--- config.mk ---
export PLATFORM = sky130hd
export DESIGN_NAME = uart_rx_cfg_flat
export DESIGN_NICKNAME = d
export VERILOG_FILES = /design/src/rtl/uart_pkg.sv /design/src/rtl/uart_rx_cfg_if.sv /design/src/rtl/uart_rx_sampler.sv /design/src/rtl/uart_rx_cfg.sv /design/src/flat_wrapper.sv
export SDC_FILE = /design/constraint.sdc
export NUM_CORES = 1
export LEC_CHECK = 0
export BUFFER_PORTS_ARGS = -buffer_cell sky130_fd_sc_hd__buf_2
export CORE_ASPECT_RATIO = 0.75
export CORE_UTILIZATION = 61
export CTS_BUF_LIST = sky130_fd_sc_hd__clkbuf_8
export DETAILED_ROUTE_END_ITERATION = 6
export PLACE_DENSITY_LB_ADDON = 0.25
export SYNTH_ARGS = -nofsm -noshare
export SYNTH_HDL_FRONTEND = slang
export SYNTH_SLANG_ARGS = --single-unit
--- constraint.sdc ---
create_clock -name clk -period 3.2 [get_ports clk]
set_input_delay 0.64 -clock clk [delete_from_list [all_inputs] [get_ports clk]]
set_output_delay 0.64 -clock clk [all_outputs]
set_load 0.02 [all_outputs]
--- src/rtl/uart_pkg.sv ---
// Shared types and constants for the configurable UART receiver.
package uart_pkg;

    typedef enum logic [1:0] {
        PAR_NONE = 2'd0,
        PAR_EVEN = 2'd1,
        PAR_ODD  = 2'd2
    } parity_t;

    typedef enum logic [2:0] {
        IDLE,
        START,
        DATA,
        PARITY,
        STOP,
        DONE,
        WAIT_HIGH
    } rx_state_t;

    localparam int unsigned MIN_CLKS_PER_BIT = 4;

    // Raw encoding 3 is an alias for "no parity".
    function automatic parity_t decode_parity(input logic [1:0] raw);
        case (raw)
            2'd1:    return PAR_EVEN;
            2'd2:    return PAR_ODD;
            default: return PAR_NONE;
        endcase
    endfunction

endpackage

--- src/rtl/uart_rx_cfg_if.sv ---
// Serial line, runtime configuration and received-frame status of the UART receiver.
interface uart_rx_cfg_if #(
    parameter int DATA_BITS = 8,
    parameter int CNT_W     = 16
);
    logic                 rx_serial;
    logic [CNT_W-1:0]     cfg_clks_per_bit;
    logic [1:0]           cfg_parity;
    logic                 cfg_stop2;
    logic                 rx_valid;
    logic [DATA_BITS-1:0] rx_data;
    logic                 rx_parity_err;
    logic                 rx_frame_err;
    logic                 rx_break;
    logic                 rx_busy;

    modport master (
        output rx_serial, cfg_clks_per_bit, cfg_parity, cfg_stop2,
        input  rx_valid, rx_data, rx_parity_err, rx_frame_err, rx_break, rx_busy
    );

    modport slave (
        input  rx_serial, cfg_clks_per_bit, cfg_parity, cfg_stop2,
        output rx_valid, rx_data, rx_parity_err, rx_frame_err, rx_break, rx_busy
    );
endinterface

--- src/rtl/uart_rx_sampler.sv ---
// Two-flop synchroniser plus bit-value strobe; UART_RX_MAJORITY_EN selects a
// 2-of-3 vote over cnt = mid-1, mid, mid+1 instead of a single sample at mid.
module uart_rx_sampler #(
    parameter int CNT_W = 16
) (
    input  logic             clk,
    input  logic             rst,
    input  logic             rx_serial,
    input  logic             active,
    input  logic [CNT_W-1:0] cnt,
    input  logic [CNT_W-1:0] mid,
    output logic             line,
    output logic             bit_strobe,
    output logic             bit_val
);

    logic sync1_q, sync2_q;

    always_ff @(posedge clk) begin
        if (rst) begin
            sync1_q <= 1'b1;
            sync2_q <= 1'b1;
        end else begin
            sync1_q <= rx_serial;
            sync2_q <= sync1_q;
        end
    end

    assign line = sync2_q;

`ifdef UART_RX_MAJORITY_EN
    logic s0_q, s1_q;

    always_ff @(posedge clk) begin
        if (rst) begin
            s0_q <= 1'b1;
            s1_q <= 1'b1;
        end else if (active) begin
            if (cnt == mid - CNT_W'(1)) s0_q <= sync2_q;
            if (cnt == mid) s1_q <= sync2_q;
        end
    end

    // Third vote is the live sample at mid+1, where the decision is taken.
    assign bit_strobe = active && (cnt == mid + CNT_W'(1));
    assign bit_val    = (s0_q & s1_q) | (s0_q & sync2_q) | (s1_q & sync2_q);
`else
    assign bit_strobe = active && (cnt == mid);
    assign bit_val    = sync2_q;
`endif

endmodule

--- src/rtl/uart_rx_cfg.sv ---
// Runtime-configurable UART receiver (divisor, parity, stop bits) with error and
// break flags. Optional majority sampling is enabled by defining UART_RX_MAJORITY_EN.
module uart_rx_cfg
    import uart_pkg::*;
#(
    parameter int DATA_BITS        = 8,
    parameter int CNT_W            = 16,
    parameter int DEF_CLKS_PER_BIT = 868
) (
    input logic          clk,
    input logic          rst,
    uart_rx_cfg_if.slave bus
);

    localparam logic [3:0] LAST_IDX = 4'(DATA_BITS - 1);

    rx_state_t            state_q, state_d;
    logic [CNT_W-1:0]     cnt_q, div_q, mid, cfg_div;
    logic [3:0]           bit_idx_q;
    logic                 stop_idx_q;
    parity_t              par_q;
    logic                 stop2_q;
    logic [DATA_BITS-1:0] data_sr_q, data_out_q;
    logic                 par_bit_q, frame_err_q, stop0_low_q;
    logic                 perr_q, ferr_q, brk_q;
    logic                 line, bit_strobe, bit_val, bit_end, active;
    logic                 par_xor, perr_calc, brk_calc;

    assign cfg_div = (bus.cfg_clks_per_bit < CNT_W'(MIN_CLKS_PER_BIT)) ?
                     CNT_W'(MIN_CLKS_PER_BIT) : bus.cfg_clks_per_bit;
    assign mid     = div_q >> 1;
    assign bit_end = (cnt_q == div_q - CNT_W'(1));
    assign active  = (state_q == START) || (state_q == DATA) ||
                     (state_q == PARITY) || (state_q == STOP);

    uart_rx_sampler #(
        .CNT_W(CNT_W)
    ) u_sampler (
        .clk        (clk),
        .rst        (rst),
        .rx_serial  (bus.rx_serial),
        .active     (active),
        .cnt        (cnt_q),
        .mid        (mid),
        .line       (line),
        .bit_strobe (bit_strobe),
        .bit_val    (bit_val)
    );

    always_ff @(posedge clk) begin
        if (rst) state_q <= IDLE;
        else     state_q <= state_d;
    end

    always_comb begin
        state_d = state_q;
        unique case (state_q)
            IDLE:      if (!line) state_d = START;
            START: begin
                if (bit_strobe && bit_val) state_d = IDLE;
                else if (bit_end)          state_d = DATA;
            end
            DATA: begin
                if (bit_end && bit_idx_q == LAST_IDX)
                    state_d = (par_q == PAR_NONE) ? STOP : PARITY;
            end
            PARITY:    if (bit_end) state_d = STOP;
            // Leave on the last stop sample so a back-to-back start edge is not missed.
            STOP:      if (bit_strobe && stop_idx_q == stop2_q) state_d = DONE;
            DONE:      state_d = frame_err_q ? WAIT_HIGH : IDLE;
            WAIT_HIGH: if (line) state_d = IDLE;
            default:   state_d = IDLE;
        endcase
    end

    assign par_xor   = (^data_sr_q) ^ par_bit_q;
    assign perr_calc = ((par_q == PAR_EVEN) && par_xor) || ((par_q == PAR_ODD) && !par_xor);
    assign brk_calc  = (data_sr_q == '0) && ((par_q == PAR_NONE) || !par_bit_q) && stop0_low_q;

    always_ff @(posedge clk) begin
        if (rst) begin
            cnt_q       <= '0;
            div_q       <= CNT_W'(DEF_CLKS_PER_BIT);
            bit_idx_q   <= '0;
            stop_idx_q  <= 1'b0;
            par_q       <= PAR_NONE;
            stop2_q     <= 1'b0;
            data_sr_q   <= '0;
            par_bit_q   <= 1'b0;
            frame_err_q <= 1'b0;
            stop0_low_q <= 1'b0;
            data_out_q  <= '0;
            perr_q      <= 1'b0;
            ferr_q      <= 1'b0;
            brk_q       <= 1'b0;
        end else begin
            if (!active || bit_end) cnt_q <= '0;
            else                    cnt_q <= cnt_q + CNT_W'(1);

            unique case (state_q)
                IDLE: begin
                    if (!line) begin
                        div_q       <= cfg_div;
                        par_q       <= decode_parity(bus.cfg_parity);
                        stop2_q     <= bus.cfg_stop2;
                        bit_idx_q   <= '0;
                        stop_idx_q  <= 1'b0;
                        frame_err_q <= 1'b0;
                        stop0_low_q <= 1'b0;
                    end
                end
                DATA: begin
                    // Shift in from the top so the first (LSB) bit lands in bit 0.
                    if (bit_strobe) data_sr_q <= {bit_val, data_sr_q[DATA_BITS-1:1]};
                    if (bit_end && bit_idx_q != LAST_IDX) bit_idx_q <= bit_idx_q + 4'd1;
                end
                PARITY: if (bit_strobe) par_bit_q <= bit_val;
                STOP: begin
                    if (bit_strobe) begin
                        if (!bit_val) frame_err_q <= 1'b1;
                        if (!stop_idx_q) stop0_low_q <= !bit_val;
                    end
                    if (bit_end) stop_idx_q <= 1'b1;
                end
                DONE: begin
                    data_out_q <= data_sr_q;
                    perr_q     <= perr_calc;
                    ferr_q     <= frame_err_q;
                    brk_q      <= brk_calc;
                end
                default: ;
            endcase
        end
    end

    always_comb begin
        bus.rx_valid      = (state_q == DONE);
        bus.rx_busy       = (state_q != IDLE);
        bus.rx_data       = data_out_q;
        bus.rx_parity_err = perr_q;
        bus.rx_frame_err  = ferr_q;
        bus.rx_break      = brk_q;
        if (state_q == DONE) begin
            bus.rx_data       = data_sr_q;
            bus.rx_parity_err = perr_calc;
            bus.rx_frame_err  = frame_err_q;
            bus.rx_break      = brk_calc;
        end
    end

endmodule

--- src/flat_wrapper.sv ---
// flat-port wrapper written by rule: the top's interface ports become plain ports
module uart_rx_cfg_flat import uart_pkg::*;
#(
    parameter int DATA_BITS        = 8,
    parameter int CNT_W            = 16,
    parameter int DEF_CLKS_PER_BIT = 868
)
  (clk, rst, bus_rx_serial, bus_cfg_clks_per_bit, bus_cfg_parity, bus_cfg_stop2, bus_rx_valid, bus_rx_data, bus_rx_parity_err, bus_rx_frame_err, bus_rx_break, bus_rx_busy);
  uart_rx_cfg_if #(.DATA_BITS(DATA_BITS), .CNT_W(CNT_W)) bus_i ();
  input logic clk;
  input logic rst;
  input wire logic [$bits(bus_i.rx_serial)-1:0] bus_rx_serial;
  input wire logic [$bits(bus_i.cfg_clks_per_bit)-1:0] bus_cfg_clks_per_bit;
  input wire logic [$bits(bus_i.cfg_parity)-1:0] bus_cfg_parity;
  input wire logic [$bits(bus_i.cfg_stop2)-1:0] bus_cfg_stop2;
  output wire logic [$bits(bus_i.rx_valid)-1:0] bus_rx_valid;
  output wire logic [$bits(bus_i.rx_data)-1:0] bus_rx_data;
  output wire logic [$bits(bus_i.rx_parity_err)-1:0] bus_rx_parity_err;
  output wire logic [$bits(bus_i.rx_frame_err)-1:0] bus_rx_frame_err;
  output wire logic [$bits(bus_i.rx_break)-1:0] bus_rx_break;
  output wire logic [$bits(bus_i.rx_busy)-1:0] bus_rx_busy;
  assign bus_i.rx_serial = bus_rx_serial;
  assign bus_i.cfg_clks_per_bit = bus_cfg_clks_per_bit;
  assign bus_i.cfg_parity = bus_cfg_parity;
  assign bus_i.cfg_stop2 = bus_cfg_stop2;
  assign bus_rx_valid = bus_i.rx_valid;
  assign bus_rx_data = bus_i.rx_data;
  assign bus_rx_parity_err = bus_i.rx_parity_err;
  assign bus_rx_frame_err = bus_i.rx_frame_err;
  assign bus_rx_break = bus_i.rx_break;
  assign bus_rx_busy = bus_i.rx_busy;
  uart_rx_cfg #(.DATA_BITS(DATA_BITS), .CNT_W(CNT_W), .DEF_CLKS_PER_BIT(DEF_CLKS_PER_BIT)) u_core (.clk(clk), .rst(rst), .bus(bus_i));
endmodule
==> results.md, run 1 <==
* Status: completed
* Initial core utilization at 63.2%
* Syn Inst Count at 451
* CTS tree: done
* Worst R2R End: u_core.state_q[0]$_SDFFE_PP0P_
* Core Area at 0.00580 mm²
* Post-CTS Setup Bufs at 0
* Critical Path AT at around 3.2 ns
* Vias per cell at 5.89
* Clock transition at path regs at 0.08 ns
* Maximum clock path buffer count at 2
* RSZ-0062 raised after global routing: false
* Pwr/cell area at 399 mW/mm²
* Htree depth at 3
* Die X-Extent at 91.5 µm
* Drt wl/cell at about 16 µm
* Gr ovfl total at 0
* Clk Latency, worst-skew pair at between 0.3 and 0.4 ns
* Final setup violation count at 0
* TritonCTS buffer count at 9
* Tcrit/Tclk final at 92.6%
* Synthesized area per cell at 8.12 µm²
* Mapped Area at 0.00366 mm²
* Root buf cell: clkbuf_8
* R2R Path Start: u_core.div_q[8]$_SDFFE_PP1P_
* Final Skew at 0.00989 ns
* Area growth from synthesis to layout at 10.7%
* Sequential fraction of the synthesis area at 36.6%
* Largest net degree at the start of global routing at 28
* Diode count at 0
* Nets@finish at 503
* Maximum fanout along the worst path at 9
* Crit path time final at 2.96 ns
* Lkg Pwr at ~1.6 nW
* Prevailing post-synth register cell: dfxtp_1
* Die Ht at between 60 and 70 µm
* Worst Reg-to-Reg Cells at 7
* Max Cap Viol at 0
* Max frequency at 0.338 GHz
* Num rows at 24
* Ys Warns at 0
* CP Class: flop to flop
* Vias at 3278
* Fin. Hold Viols at 0
* Hold Path Sink: u_core.u_sampler.bit_val$_SDFF_PP1_
* Total Die Area at 0.00632 mm²
* Seq cells post-synth at 67
* Remaining antenna violation count at 0
* Iter 0 DRT Violations at 283
* Post-Syn Nets at between 400 and 500
* Share of cells above drive strength 1 at 14.0%
* Worst Hold Depth at 1
* Port Buffers at 34
* Worst slew pin tran at roughly 0.86 ns
* Slew headroom at 41.1%
* Num Clock Sinks at 67
* Placed Cells incl. Taps at 541
* Top-level I/O count at 35
* Commonest non-fill, non-tap cell in the layout: dfxtp_1
* R2R Setup Slk at 0.24 ns
* Worst path required time at 3.43 ns
* Yosys cell types at 60
* Final TNS setup at 0 ns
* Gr usage total at 28.3%
* Hold Path Origin: u_core.u_sampler.sync1_q$_SDFF_PP1_
* Gp weighted congestion at 1.01
* Peak supply drop at 0.000269 V
* Crit end category: flop
* Most frequent cells in the layout: 67 x dfxtp_1, 47 x nand2_1, 45 x nor2_1, 38 x xnor2_1, 34 x buf_2
* Async SR Flop Fraction at 0%
* Drt drc at 0
* CTS Hold Bufs at 0
* Routed wire length at 8660 µm
* First-pass iteration count of the detailed router at 4
* Max-slew violations at 0
* Hold Crit Class: flop to flop
* Initial antenna violation count at 0
* Fin cells at 557
* First-pass GRT wire length at ~14000 µm
* Number of global-route vias before repair at 2961
* Critical Path Source Type: flop
* Post-synth EDFFs at 0
* Hpwl dp at between 6000 and 7000 µm
## cells in the mapped netlist, types with 7 or more instances
| library cell | n | area (µm²) |
|---|---|---|
| a21oi_1 | 14 | 70.1 |
| dfxtp_1 | 67 | 1340 |
| xor2_1 | 14 | 123 |
| nand4_1 | 10 | 62.6 |
| o21ai_0 | 23 | 115 |
| nand3_1 | 15 | 75.1 |
| nor3_1 | 8 | 40.0 |
| xnor2_1 | 38 | 333 |
| and2_1 | 11 | 68.8 |
| and3_1 | 8 | 50.1 |
| inv_1 | 24 | 90.1 |
| nand2_1 | 47 | 176 |
| ha_1 | 7 | 87.6 |
| mux2i_1 | 12 | 120 |
| nor2_1 | 45 | 169 |
| clkbuf_1 | 25 | 93.8 |
| nor4_1 | 10 | 62.6 |
## metal layers
metal	global-route usage (%)	share of wire (%)
met1	37.1	45
met2	45.0	46
met3	9.38	7.7
met4	6.88	1.1
met5	0	0
## metrics by stage
| step | hold WS, ns | setup WS, ns | total power [mW] | area, µm² | utilization (%) |
|---|---|---|---|---|---|
| after global routing | 0.460 | 0.00448 | 1.68 | 4050 | 69.9 |
| final | 0.437 | 0.237 | 1.62 | 4050 | 69.9 |
| after global placement | 0.391 | 0.303 | 1.00 | 3870 | 66.7 |
| after CTS | 0.446 | 0.172 | 1.62 | 4050 | 69.8 |
| after floorplan | 0.389 | 0.298 | 0.963 | 3660 | - |
| after detailed placement | 0.427 | 0.206 | 1.00 | 3870 | 66.7 |
## report_power, final
part           total, mW  switching, mW  internal, mW
clock network      0.627          0.343         0.284
registers          0.868         0.0229         0.845
logic              0.122         0.0701        0.0517
total               1.62          0.436          1.18
## worst max-delay path, stage by stage, from the launching register on
cell and delay (ns):
dfxtp_1 0.40, nor4_1 0.58, nand3_1 0.23, nor4bb_1 0.37, o21ai_1 0.15, a2111o_1 0.51
and3_1 0.21, o41a_1 0.39
## area by class of cell
cell class / count / area, µm²
Fill cell: 463 / 1740
Multi-Input combinational cell: 330 / 2120
Inverter: 24 / 90.1
Sequential cell: 67 / 1340
Tap cell: 78 / 97.6
Clock buffer: 9 / 124
Timing Repair Buffer: 42 / 230
Clock inverter: 7 / 53.8
## what timing repair did
action                                  in CTS  in global routing
hold endpoints to repair                     0                  0
resized for setup                            0                  2
endpoints found under the setup margin       0                  3
## sequential cells by signal (all words and copies together) (netlist names)
register                  flops
u_core.bit_idx_q              4
u_core.brk_q                  1
u_core.cnt_q                 16
u_core.data_out_q             8
u_core.data_sr_q              8
u_core.div_q                 16
u_core.ferr_q                 1
u_core.frame_err_q            1
u_core.par_bit_q              1
u_core.par_q                  2
u_core.perr_q                 1
u_core.state_q                3
u_core.stop0_low_q            1
u_core.stop2_q                1
u_core.stop_idx_q             1
u_core.u_sampler.bit_val      1
u_core.u_sampler.sync1_q      1
## cell families (layout without fill, tap and decap cells)
family,count (synthesis),in the layout,share of synthesized area (%)
AO/OA/AOI/OAI,76,76,14.0
XOR/XNOR,52,52,12.4
adder cells (fa/ha/maj),7,7,2.39
buffers and inverters,54,82,5.95
flip-flops,67,67,36.6
multiplexers,12,12,3.28
AND/OR/NAND/NOR,183,183,25.3
## worst max-delay path by stage
stage / depth (start not counted) / slack [ns] / startpoint / end
after floorplan: 11 / 0.30 / u_core.div_q[0]$_SDFFE_PP0P_ / u_core.state_q[0]$_SDFFE_PP0P_
after global placement: 9 / 0.30 / u_core.div_q[0]$_SDFFE_PP0P_ / u_core.state_q[0]$_SDFFE_PP0P_
after detailed placement: 9 / 0.21 / u_core.div_q[0]$_SDFFE_PP0P_ / u_core.state_q[0]$_SDFFE_PP0P_
after CTS: 9 / 0.17 / u_core.div_q[0]$_SDFFE_PP0P_ / u_core.state_q[0]$_SDFFE_PP0P_
after global routing: 7 / 0.004 / u_core.div_q[8]$_SDFFE_PP1P_ / u_core.bit_idx_q[2]$_SDFFE_PP0P_
final: 7 / 0.24 / u_core.div_q[8]$_SDFFE_PP1P_ / u_core.state_q[0]$_SDFFE_PP0P_
Note: power is estimated with default switching activity, not from simulation.
==> inputs of run 2 (changes only) <==
--- a/config.mk
+++ b/config.mk
@@ -5,9 +5,10 @@
 export SDC_FILE = /design/constraint.sdc
 export NUM_CORES = 1
 export LEC_CHECK = 0
+export ABC_AREA = 1
 export BUFFER_PORTS_ARGS = -buffer_cell sky130_fd_sc_hd__buf_2
 export CORE_ASPECT_RATIO = 0.75
-export CORE_UTILIZATION = 61
+export CORE_UTILIZATION = 62
 export CTS_BUF_LIST = sky130_fd_sc_hd__clkbuf_8
 export DETAILED_ROUTE_END_ITERATION = 6
 export PLACE_DENSITY_LB_ADDON = 0.25
==> run 2 against run 1 <==
Cell area rose by 15%. Die area grew 13%. Largest cell class unchanged. Clock skew increased by 0.0054 ns. Register-to-register slack gained 0.55 ns. Total power increased by 51%. Area after synthesis increased by 15%. Clock-buffer cell count is the same. Final cell count up 36%. Routed wire length increased by 31%. Global-route usage is 4.8 points higher. Hold slack worse by 0.022 ns. Clock power rose by 29%.
==> results.md, run 2 <==
* First-pass GRT wire length at 18500 µm
* Ys Warns at 0
* Critical Path AT at ~2.1 ns
* Synthesized area per cell at 6.59 µm²
* Core Area at 0.00641 mm²
* Iter 0 DRT Violations at 427
* CTS tree: done
* Worst path bufs/invs at 2
* Initial antenna violation count at 0
* Num Clock Sinks at 67
* Pwr/cell area at about 530 mW/mm²
* Post-synth EDFFs at 0
* Num rows at 25
* Final Skew at between 0.015 and 0.02 ns
* Clock transition at path regs at approximately 0.080 ns
* Status: completed
* Port Buffers at 34
* Total Die Area at 0.00711 mm²
* First-pass iteration count of the detailed router at 5
* Slew headroom at between 50% and 60%
* Fin cells at 757
* Prevailing post-synth register cell: dfxtp_1
* Final TNS setup at 0 ns
* Vias at 4373
* Worst slew pin tran at ~0.6 ns
* Critical-path top delay cell: dfxtp_1
* TritonCTS buffer count at 9
* Worst path required time at 2.56 ns
* Yosys top cell by area: dfxtp_1
* Placed Cells incl. Taps at 741
* Gr ovfl total at 0
* Number of global-route vias before repair at 3915
* Vias per cell at 5.78
* CP top delay family: XOR/XNOR gates
* RSZ-0062 raised after global routing: false
* Area contributors post-synth: dfxtp_1 32%, nand2_1 12%, inv_1 7.8%
* Most frequent cell after synthesis: nand2_1
* CTS Hold Bufs at 0
* Routed wire length at 11400 µm
* Hpwl dp at 8850 µm
* Commonest non-fill, non-tap cell in the layout: nand2_1
* Crit path time final at between 2 and 3 ns
* Gp weighted congestion at 1.03
* Clk Latency, worst-skew pair at 0.36 ns
* Tcrit/Tclk final at between 80 and 90%
* Fin. Hold Viols at 0
* Die X-Extent at a little under 100 µm
* Diode count at 0
* Share of the synthesized area in the top cell type at 31.9%
* PostCTS Resize Cnt at 0
* Max frequency at 0.371 GHz
* Initial core utilization at 65.5%
* CP Class: flop to output pin
* Root buf cell: clkbuf_8
* Max-slew violations at 0
* Seq cells post-synth at 67
* Setup WS pre-CTS at 0.875 ns
* Syn Inst Count at 638
* Peak supply drop at 0.000323 V
* Async SR Flop Fraction at 0%
* Most frequent cells in the layout: 132 x nand2_1, 88 x inv_1, 80 x nor2_1, 67 x dfxtp_1, 46 x nand3_1
* Share of cells above drive strength 1 at between 10% and 20%
* Top-level I/O count at 35
* Lkg Pwr at 2.09 nW
* Worst setup margin at approximately 0.50 ns
* Post-Syn Nets at around 670
* Biggest regs: u_core.cnt_q x16, u_core.div_q x16
* Gr usage total at 33.1%
* Crit-path max cell delay at 0.35 ns
* Maximum clock path buffer count at 2
* Mapped Area at roughly 0.0042 mm²
* Cells along the critical path: inv_1, ha_1, xnor2_1, xnor2_1, xnor2_1, nand2_1, o2111ai_1, nand2_1, buf_2
* Max Cap Viol at 0
* Largest net degree at the start of global routing at 30
* Critical Path Source Type: flop
* Sequential fraction of the synthesis area at 31.9%
* Die Ht at 73.3 µm
* Maximum fanout along the worst path at 4
* Hold Crit Class: flop to flop
* Crit end category: output pin
* Remaining antenna violation count at 0
* Nets@finish at 700
* Yosys cell types at 44
* Crit-path most repeated cell: xnor2_1
* Final setup violation count at 0
* Htree depth at 3
* Area growth from synthesis to layout at 10.5%
* Drt wl/cell at about 15 µm
* Synth top cells by count: 132 x nand2_1, 87 x inv_1, 80 x nor2_1, 67 x dfxtp_1, 46 x nand3_1
* Drt drc at 0
* Post-CTS Setup Bufs at 0
* Worst hold slack at 0.415 ns
## run 2: cell count changes in the layout (fill, tap and decap cells not counted), sizes merged, moves of 12 or more
| cell | before | now |
|---|---|---|
| nor2 | 45 | 95 |
| and2 | 12 | 0 |
| mux2i | 12 | 0 |
| xnor2 | 38 | 12 |
| nand2 | 47 | 141 |
| inv | 25 | 95 |
| a21oi | 14 | 37 |
| nand3 | 15 | 51 |
## run 2: stage by stage
step | util (%) | cell area (µm²) | power (mW)
4_1_cts | 72.4 | 4640 | 2.44
2_1_floorplan | - | 4200 | 1.47
6_report | 72.4 | 4640 | 2.45
5_1_grt | 72.4 | 4640 | 2.57
3_5_place_dp | 68.9 | 4420 | 1.64
3_3_place_gp | 68.9 | 4420 | 1.62
## run 2: power breakdown
| group | internal (mW) | switching [mW] | total (mW) |
|---|---|---|---|
| combinational | 0.222 | 0.466 | 0.688 |
| clock | 0.446 | 0.360 | 0.806 |
| sequential | 0.886 | 0.0672 | 0.953 |
| total | 1.55 | 0.894 | 2.45 |
## run 2: path summary, 6_finish.rpt
check / startpoint / to / slack [ns] / depth (start not counted)
min reg2reg: u_core.u_sampler.sync1_q$_SDFF_PP1_ / u_core.u_sampler.bit_val$_SDFF_PP1_ / 0.41 / 1
max: u_core.data_sr_q[4]$_SDFFE_PP0P_ / bus_rx_parity_err / 0.50 / 9
min: u_core.u_sampler.sync1_q$_SDFF_PP1_ / u_core.u_sampler.bit_val$_SDFF_PP1_ / 0.41 / 1
max reg2reg: u_core.state_q[0]$_SDFFE_PP0P_ / u_core.div_q[13]$_SDFFE_PP0P_ / 0.79 / 9
## run 2: area by class of cell
type                    count  area (µm²)
multi-input cells         464        2440
well taps                  81         101
clock inverters             7        98.8
inverters                  92         345
repair buffers             37         193
flip-flops and latches     67        1340
fillers                   507        1770
clock buffers               9         124
## run 2: worst register-to-register path, stage by stage (launching register included)
cell      delay, ns
dfxtp_1        0.35
nor2_2         0.21
inv_2          0.06
nor2_1         0.10
inv_1          0.07
nor2_1         0.20
clkinv_1       0.29
nand2_1        0.48
inv_1          0.27
a32o_1         0.27
## run 2: routing by layer
| layer | vias to the layer above | wire length, µm | GRT usage [%] |
|---|---|---|---|
| met5 | - | 0 | 0 |
| met4 | 0 | 229 | 12.4 |
| met3 | 33 | 1170 | 9.23 |
| met2 | 216 | 4990 | 50.9 |
| met1 | 1990 | 4990 | 44.7 |
| li1 | 2134 | - | - |
## run 2: kinds of logic (layout without fill, tap and decap cells)
| logic type | after synthesis | count (layout) | synth area share, % |
|---|---|---|---|
| AO/OA/AOI/OAI | 90 | 90 | 12.2 |
| XOR/XNOR | 25 | 25 | 5.21 |
| adder cells (fa/ha/maj) | 7 | 7 | 2.08 |
| buffers and inverters | 107 | 145 | 10.0 |
| flip-flops | 67 | 67 | 31.9 |
| AND/OR/NAND/NOR | 342 | 342 | 38.6 |
==> inputs of run 3 (changes only) <==
--- a/config.mk
+++ b/config.mk
@@ -8,7 +8,7 @@
 export ABC_AREA = 1
 export BUFFER_PORTS_ARGS = -buffer_cell sky130_fd_sc_hd__buf_2
 export CORE_ASPECT_RATIO = 0.75
-export CORE_UTILIZATION = 62
+export CORE_UTILIZATION = 56
 export CTS_BUF_LIST = sky130_fd_sc_hd__clkbuf_8
 export DETAILED_ROUTE_END_ITERATION = 6
 export PLACE_DENSITY_LB_ADDON = 0.25
==> constraint.sdc (replaced) <==
create_clock -name clk -period 2.3 [get_ports clk]
set_input_delay 0.46 -clock clk [delete_from_list [all_inputs] [get_ports clk]]
set_output_delay 0.46 -clock clk [all_outputs]
set_load 0.02 [all_outputs]
==> run 3 against run 2 <==
The flow now finishes with violations (setup timing). Total power increased by 41%. Sequential power grew 40%. Clock skew down 0.0035 ns. Hold slack got worse by 0.11 ns. Critical path depth is the same. Non-clock buffer count increased by 14. Global-route usage is 2.0 points lower. Highest routed layer unchanged.
==> results.md, run 3 (synthesis gave the netlist of run 2 again) <==
* Worst setup margin at -0.0435 ns
* First-pass iteration count of the detailed router at 6
* Crit end category: output pin
* Port Buffers at 34
* Biggest regs: u_core.cnt_q x16, u_core.div_q x16
* Die Ht at 77.0 µm
* Worst path bufs/invs at 2
* Fin cells at roughly 790
* Hold Path Origin: bus_rx_serial
* Worst slew pin tran at 0.479 ns
* Drt wl/cell at 14.9 µm
* Clk Latency, worst-skew pair at 0.35 ns
* Top-level I/O count at 35
* Root buf cell: clkbuf_8
* Num rows at 26
* Commonest non-fill, non-tap cell in the layout: nand2_1
* Final setup violation count at 1
* Initial antenna violation count at 0
* CP startpoint: u_core.data_sr_q[4]$_SDFFE_PP0P_
* Diode count at 0
* Share of cells above drive strength 1 at 19.1%
* Maximum fanout along the worst path at 4
* Vias at 4255
* # fillers at 639
* Area of the multi-input gates at 0.00250 mm²
* Most frequent cells in the layout: 132 x nand2_1, 85 x inv_1, 77 x nor2_1, 61 x dfxtp_1, 46 x nand3_1
* Cells along the critical path: inv_4, ha_4, xnor2_2, xnor2_1, xnor2_1, nand2_1, o2111ai_1, nand2_1, buf_2
* Hpwl dp at roughly 9100 µm
* CTS tree: done
* Htree depth at 3
* Total Die Area at 0.00786 mm²
* TritonCTS buffer count at 9
* Slew headroom at 68.0%
* Crit-path max cell delay at 0.36 ns
* Gr ovfl total at 0
* CTS Hold Bufs at 0
* Placed Cells incl. Taps at ~770
* Number of global-route vias before repair at just under 4000
* Worst path required time at 1.84 ns
* R2R Path Start: u_core.div_q[0]$_SDFFE_PP0P_
* Max-slew violations at 0
* Remaining antenna violation count at 0
* Final Core Density at ~69%
* RSZ-0062 raised after global routing: true
* Largest net degree at the start of global routing at 27
* Max frequency at 0.427 GHz
* Status: finished, violations left
* Core Area at 0.00703 mm²
* Crit path time final at 2.34 ns
* First-pass GRT wire length at around 19000 µm
* Routed wire length at between 10000 and 15000 µm
* Max Cap Viol at 0
* CP top delay family: XOR/XNOR gates
* Gr usage total at 31.1%
* Gp weighted congestion at 0.950
* Register area at about 0.0013 mm²
* Initial core utilization at around three fifths
* Drt drc at 0
* Area growth from synthesis to layout at 15.3%
* Iter 0 DRT Violations at 382
* Maximum clock path buffer count at 2
* Clock transition at path regs at roughly 0.080 ns
* CP Class: flop to output pin
* Peak supply drop at 0.000428 V
* Hold Crit Class: input pin to flop
* Lkg Pwr at 2.16 nW
* Final Skew at 0.0118 ns
* Critical Path AT at 1.88 ns
* Fin. Hold Viols at 0
* Final TNS setup at -0.0435 ns
* Vias per cell at between 5 and 6
* Violated checks: setup timing
* Num Clock Sinks at 67
* Pwr/cell area at 712 mW/mm²
* Critical Path Source Type: flop
* Die X-Extent at 102 µm
* Critical-path top delay cell: dfxtp_2
* Tcrit/Tclk final at 102%
* Nets@finish at between 700 and 800
run 3: cell types whose count changed in the layout (fill, tap and decap cells not counted), moves of 3 or more:
cell     before  now
nor2_1       80   77
dfxtp_1      67   61
nor2_2       12   15
buf_4         3   16
inv_1        88   85
dfxtp_2       0    6
run 3: path summary, 6_finish.rpt:
check                                                           end  slack (ns)  cells past startpoint
worst max-delay path                              bus_rx_parity_err       -0.04                      9
worst min-delay path            u_core.u_sampler.sync1_q$_SDFF_PP1_        0.31                      2
worst max register to register     u_core.bit_idx_q[1]$_SDFFE_PP0P_        0.17                     14
worst min register to register  u_core.u_sampler.bit_val$_SDFF_PP1_        0.41                      1
run 3: where the power goes:
group | internal (mW) | switching [mW]
sequential | 1.24 | 0.0911
clock | 0.618 | 0.496
combinational | 0.342 | 0.665
total | 2.20 | 1.25
run 3: metrics by stage:
step / hold slack (ns) / instance area (µm²) / setup WS, ns / power, mW
floorplan: 0.389 / 4200 / 0.330 / 2.05
global placement: 0.393 / 4550 / 0.189 / 2.30
detailed placement: 0.398 / 4550 / 0.156 / 2.31
CTS: 0.293 / 4790 / -0.0557 / 3.42
global route: 0.307 / 4850 / -0.148 / 3.66
finish: 0.307 / 4850 / -0.0435 / 3.45
run 3: routing by layer:
layer	up-vias	global-route usage [%]	wire [µm]
met5	-	0	0
met4	0	7.43	53
met3	10	7.57	1100
met2	170	46.4	5040
met1	1912	44.8	5520
li1	2163	-	-
run 3: cell type report:
type / instances / share of cell area [%]
multi-input cells: 464 / 51.6
flip-flops and latches: 67 / 27.8
inverters: 92 / 7.18
repair buffers: 51 / 6.22
clock buffers: 9 / 2.56
well taps: 98 / 2.53
clock inverters: 7 / 2.07
run 3: timing repair:
action / CTS / global route
hold endpoints to repair: 0 / 0
resized for setup: 6 / 14
buffers inserted: 0 / 0
pin swaps: 1 / 3
endpoints found under the setup margin: 1 / 22
